### config.mk
export PLATFORM = sky130hd
export DESIGN_NAME = spi_frame_ctrl
export DESIGN_NICKNAME = d
export VERILOG_FILES = /design/src/rtl/spi_frame_ctrl.sv
export SDC_FILE = /design/constraint.sdc
export NUM_CORES = 1
export LEC_CHECK = 0
export CORE_AREA = 2 2 209 108
export DETAILED_ROUTE_END_ITERATION = 10
export DIE_AREA = 0 0 211 110
export PLACE_DENSITY = 0.83
export SYNTH_ARGS = -nofsm -noshare
export SYNTH_HDL_FRONTEND = slang
export SYNTH_SLANG_ARGS = --single-unit
### constraint.sdc
create_clock -name clk -period 3.1 [get_ports clk]
set_input_delay 0.93 -clock clk [delete_from_list [all_inputs] [get_ports clk]]
set_output_delay 0.93 -clock clk [all_outputs]
set_load 0.03 [all_outputs]
### src/rtl/spi_frame_ctrl.sv
// spi_frame_ctrl: frames SPI byte traffic into committed stepgen configuration.
// Snapshots positions/inputs at frame start, serves them back byte by byte on
// MISO, stages the received bytes and commits them only for full-length frames.
module spi_frame_ctrl #(
  parameter int W  = 10,
  parameter int F  = 11,
  parameter int T  = 4,
  parameter int NB = 20
) (
  input  logic                 clk,
  input  logic                 rst_n,
  input  logic                 frame_start,
  input  logic                 frame_end,
  input  logic                 rx_valid,
  input  logic [7:0]           rx_byte,
  input  logic [4*(W+F)-1:0]   pos_in,
  input  logic [15:0]          din,
  output logic [7:0]           tx_byte,
  output logic [4*(F+1)-1:0]   vel_out,
  output logic [13:0]          dout_out,
  output logic [T-1:0]         dirtime,
  output logic [T-1:0]         steptime,
  output logic [1:0]           tap,
  output logic                 spolarity,
  output logic                 commit,
  output logic                 frame_err,
  output logic                 wdt_kick
);

  localparam int PW = W + F;
  localparam int VW = F + 1;
  localparam logic [4:0] NB5 = 5'(NB);

  typedef enum logic [1:0] {S_IDLE, S_SNAP, S_RECV, S_DONE} state_t;

  state_t              r_state;
  state_t              w_next;
  logic [4:0]          r_byte_cnt;
  logic [7:0]          r_stage [0:11];
  logic [4*PW-1:0]     r_snap_pos;
  logic [15:0]         r_snap_din;
  logic [4*VW-1:0]     r_vel;
  logic [13:0]         r_dout;
  logic [T-1:0]        r_dirtime;
  logic [T-1:0]        r_steptime;
  logic [1:0]          r_tap;
  logic                r_spolarity;
  logic                r_commit;
  logic                r_frame_err;
  logic                r_wdt_kick;
  logic [4*VW-1:0]     w_stage_vel;
  logic [15:0]         w_vel16;
  logic [31:0]         w_ax;
  logic [7:0]          w_tx;

  // State register.
  always_ff @(posedge clk or negedge rst_n) begin
    if (!rst_n) r_state <= S_IDLE;
    else        r_state <= w_next;
  end

  // Next state; frame_start overrides everything and restarts the frame.
  always_comb begin
    w_next = r_state;
    case (r_state)
      S_IDLE: w_next = S_IDLE;
      S_SNAP: w_next = S_RECV;
      S_RECV: if (frame_end) w_next = S_DONE;
      S_DONE: w_next = S_IDLE;
      default: w_next = S_IDLE;
    endcase
    if (frame_start) w_next = S_SNAP;
  end

  // Velocities unpacked from the staged little-endian byte pairs.
  always_comb begin
    w_stage_vel = '0;
    w_vel16     = '0;
    for (int unsigned k = 0; k < 4; k++) begin
      w_vel16 = {r_stage[2*k+1], r_stage[2*k]};
      w_stage_vel[k*VW +: VW] = w_vel16[VW-1:0];
    end
  end

  // MISO byte selected from the frame-start snapshot by the current index.
  always_comb begin
    w_tx = '0;
    w_ax = '0;
    if (r_byte_cnt >= NB5) begin
      w_tx = {3'b000, r_byte_cnt};
    end else if (r_byte_cnt < 5'd16) begin
      for (int unsigned k = 0; k < 4; k++)
        if (r_byte_cnt[3:2] == k[1:0]) w_ax[PW-1:0] = r_snap_pos[k*PW +: PW];
      case (r_byte_cnt[1:0])
        2'd0:    w_tx = w_ax[7:0];
        2'd1:    w_tx = w_ax[15:8];
        2'd2:    w_tx = w_ax[23:16];
        default: w_tx = '0;
      endcase
    end else if (r_byte_cnt == 5'd16) begin
      w_tx = r_snap_din[7:0];
    end else if (r_byte_cnt == 5'd17) begin
      w_tx = r_snap_din[15:8];
    end
  end

  // Datapath: snapshot, byte staging, commit/error pulses and live config.
  always_ff @(posedge clk or negedge rst_n) begin
    if (!rst_n) begin
      r_byte_cnt  <= '0;
      r_snap_pos  <= '0;
      r_snap_din  <= '0;
      r_vel       <= '0;
      r_dout      <= '0;
      r_dirtime   <= '0;
      r_steptime  <= '0;
      r_tap       <= '0;
      r_spolarity <= 1'b0;
      r_commit    <= 1'b0;
      r_frame_err <= 1'b0;
      r_wdt_kick  <= 1'b0;
      for (int unsigned i = 0; i < 12; i++) r_stage[i] <= '0;
    end else begin
      r_commit    <= 1'b0;
      r_frame_err <= 1'b0;
      r_wdt_kick  <= 1'b0;
      if (frame_start) begin
        for (int unsigned i = 0; i < 12; i++) r_stage[i] <= '0;
        if (r_state == S_RECV) r_frame_err <= 1'b1;
      end
      case (r_state)
        S_SNAP: begin
          r_snap_pos <= pos_in;
          r_snap_din <= din;
          r_byte_cnt <= '0;
        end
        S_RECV: begin
          if (rx_valid && !frame_start) begin
            if (r_byte_cnt < 5'd12) r_stage[r_byte_cnt[3:0]] <= rx_byte;
            if (r_byte_cnt != 5'd31) r_byte_cnt <= r_byte_cnt + 5'd1;
          end
        end
        S_DONE: begin
          if (r_byte_cnt == NB5) begin
            r_commit    <= 1'b1;
            r_wdt_kick  <= r_stage[9][6];
            r_vel       <= w_stage_vel;
            r_dout      <= {r_stage[9][5:0], r_stage[8]};
            r_spolarity <= r_stage[10][7];
            r_dirtime   <= r_stage[10][T-1:0];
            r_tap       <= r_stage[11][7:6];
            r_steptime  <= r_stage[11][T-1:0];
          end else begin
            r_frame_err <= 1'b1;
          end
        end
        default: ;
      endcase
    end
  end

  assign tx_byte   = w_tx;
  assign vel_out   = r_vel;
  assign dout_out  = r_dout;
  assign dirtime   = r_dirtime;
  assign steptime  = r_steptime;
  assign tap       = r_tap;
  assign spolarity = r_spolarity;
  assign commit    = r_commit;
  assign frame_err = r_frame_err;
  assign wdt_kick  = r_wdt_kick;

endmodule

==> out/qor.yml <==
global_route:
  grt_max_degree: 78
  antenna_found_initial: 2
  gr-usage-all-layers: 0.255
  gr-total-overflow: 0
  grt_first_pass_wirelength_um: 44600
  grt_pass1_vias: 7550
placement:
  portBuffers: 196
  dpl_worst_slack_ns: 0.195
  hpwl_um: 19800
  place_congestion: 0.883
synth:
  synthXorXnorAreaFrac: 0
  synth_ff_type: "dfrtp_1"
  synth-simple-area-share: 0.0806
  async_flop_share: 1.00
  ys_seq_area_frac: 0.573
  synth_fp_nets: 924
  synth_edf_count: 0
  yosys.cell_types.count: 50
  avgSynthCellArea_um2: 14.0
  synth-compound-area-share: 0.0391
  synth_top_family_by_area: "multiplexers"
  synth_area_mm2: 0.0112
  synth_fa_ha_area_frac: 0.00891
  yosysWarnings: 0
  ys_ff_latch: 257
  synth_cells: 803
  synth.area.mux_share: 0.272
detailed_routing:
  wl_per_cell_um: 22.3
  num_vias: 7399
  drt_first_iter_violations: 639
  dr.pass1.iters: 5
  drcViolationCount: 0
  ant_nets: 0
  vias_per_cell: 5.66
  wirelength_um: 29200
setup_path:
  cp.arrival_ns: 2.40
  path_max_fanout: 8
  worstSetupPathType: "flop to output pin"
  start_kind: "flop"
  crit_required_ns: 2.17
  crit_path_end_kind: "output pin"
run_status:
  violations: "setup timing"
  outcome: "finished, violations left"
timing:
  rsz0062_at_grt: "yes"
  finalSetupViolCount: 8
  worst-slew-pin-transition_ns: 0.835
  relSlewSlack: 0.443
  slew_viol_final: 0
  fin_skew_ns: 0.0119
  fin_crit_ns: 3.33
  hold_viol: 0
  setup_slack_ns: -0.235
  holdWs_ns: 0.394
  clock.fmax_mhz: 300
  fin_crit_sh: 1.08
floorplan:
  die_w_um: 211
  rows: 38
  die-area_mm2: 0.0232
  io_pins: 197
  start_util: 0.526
  fp.dieH_um: 110
  core_mm2: 0.0213
worst_hold_path:
  hold_path_class: "primary input to asynchronous set/reset pin"
cts:
  numCtsBuffers: 23
  hold_buffers: 0
  clkTransAtPathRegs_ns: 0.07
  ctsRootBufferMaster: "clkbuf_16"
  ctsLongestPathBuffers: 3
  htree_num_levels: 1
  cts.sinks: 257
  clock_latency_ns: 0.51
  tritoncts: "built"
power_and_ir_drop:
  leakage_nw: 6.61
  peakVddDrop_uv: 330
  power.density_mw_per_mm2: 562
layout:
  drive_gt1_frac: 0.355
  fin_nets: 1133
  syn_to_final_growth_pct: 30.9
  final_cell_mix: "dfrtp_1 (254), mux2_2 (228), clkdlybuf4s50_1 (186), nor2b_1 (67), nand2_1 (33)"
  fin_util: 0.689
  final_common_cell: "dfrtp_1"
job:
  drv_cap: 0
-- worst paths after layout --
check                                          startpoint                   endpoint  slack, ns  cells after the start
min in group clk                    r_stage[27]$_DFF_PN0_    dout_out[3]$_DFFE_PN0P_       0.48                      1
worst max-delay path            r_byte_cnt[0]$_DFFE_PN0P_                 tx_byte[3]      -0.23                      8
max in group asynchronous                           rst_n  r_byte_cnt[3]$_DFFE_PN0P_       1.95                      2
worst min-delay path                                rst_n    dout_out[1]$_DFFE_PN0P_       0.39                      1
worst min register to register      r_stage[27]$_DFF_PN0_    dout_out[3]$_DFFE_PN0P_       0.48                      1
worst max register to register  r_byte_cnt[0]$_DFFE_PN0P_  r_byte_cnt[3]$_DFFE_PN0P_       0.63                      9
-- synthesized netlist by cell type, types with 7 or more instances --
cell        n  area (um^2)
a21oi_1    10         50.1
nor2b_1    67          419
dfrtp_1   257         6430
nor2_1      9         33.8
mux2_2    228         2570
buf_6       7         78.8
nand2b_1   12         75.1
mux4_2     10          225
o21ai_0    22          110
inv_1       9         33.8
nand2_1    35          131
clkbuf_1   28          105
mux2_1     17          191
ha_1        8          100
mux2i_1     7         70.1
buf_2       8         40.0
-- sequential cells by signal, indices dropped and copies added (netlist names) --
| signal | count |
|---|---|
| r_snap_pos | 84 |
| r_byte_cnt | 5 |
| tap | 2 |
| commit | 1 |
| dirtime | 4 |
| frame_err | 1 |
| r_snap_din | 16 |
| r_state | 2 |
| wdt_kick | 1 |
| dout_out | 14 |
| spolarity | 1 |
| vel_out | 48 |
| r_stage | 74 |
| steptime | 4 |
-- worst max-delay path: stages (launching register included) --
cell      delay [ns]
dfrtp_1         0.41
inv_2           0.07
ha_2            0.19
buf_6           0.14
a21oi_2         0.16
o221ai_2        0.13
a221o_1         0.35
a22o_1          0.28
buf_12          0.16
-- area by class of cell --
| class | instances | area [um^2] |
|---|---|---|
| flip-flops and latches | 257 | 6440 |
| clock inverters | 8 | 143 |
| clock buffers | 31 | 656 |
| fillers | 1473 | 6650 |
| inverters | 9 | 33.8 |
| diodes | 1 | 2.50 |
| repair buffers | 234 | 2420 |
| multi-input cells | 487 | 4660 |
| well taps | 280 | 350 |
-- what timing repair did --
item	4_1_cts	5_1_grt
setup buffers	7	2
setup endpoints to repair	8	8
gates cloned	0	0
pin swaps	7	11
gates resized for setup	31	15
-- per-layer routing --
layer	share of wire	wire length (um)	global-route usage
met2	0.41	11900	0.353
met4	0.012	348	0.0412
met5	0.00045	13	0
met3	0.082	2400	0.0654
met1	0.50	14500	0.405
-- metrics by stage --
stage / instance area [um^2] / TNS [ns] / power, mW / instances
2_1_floorplan: 11200 / 0 / 4.53 / 803
3_3_place_gp: 13700 / 0 / 5.18 / 1259
3_5_place_dp: 13700 / 0 / 5.19 / 1259
4_1_cts: 14600 / -1.20 / 8.27 / 1305
5_1_grt: 14700 / -1.81 / 8.57 / 1306
6_report: 14700 / -1.34 / 8.26 / 1307
-- power by group --
part	switching (mW)	leakage [nW]	internal, mW
registers	0.260	3.35	3.68
clock network	1.23	0.391	1.81
logic	0.573	2.87	0.712
-- logic make-up after synthesis --
group	count (synthesis)
mux	262
flops	257
simple gates	152
compound gates	65
buf+inv	59
fa+ha+maj	8
Note: power is estimated with default switching activity, not from simulation.
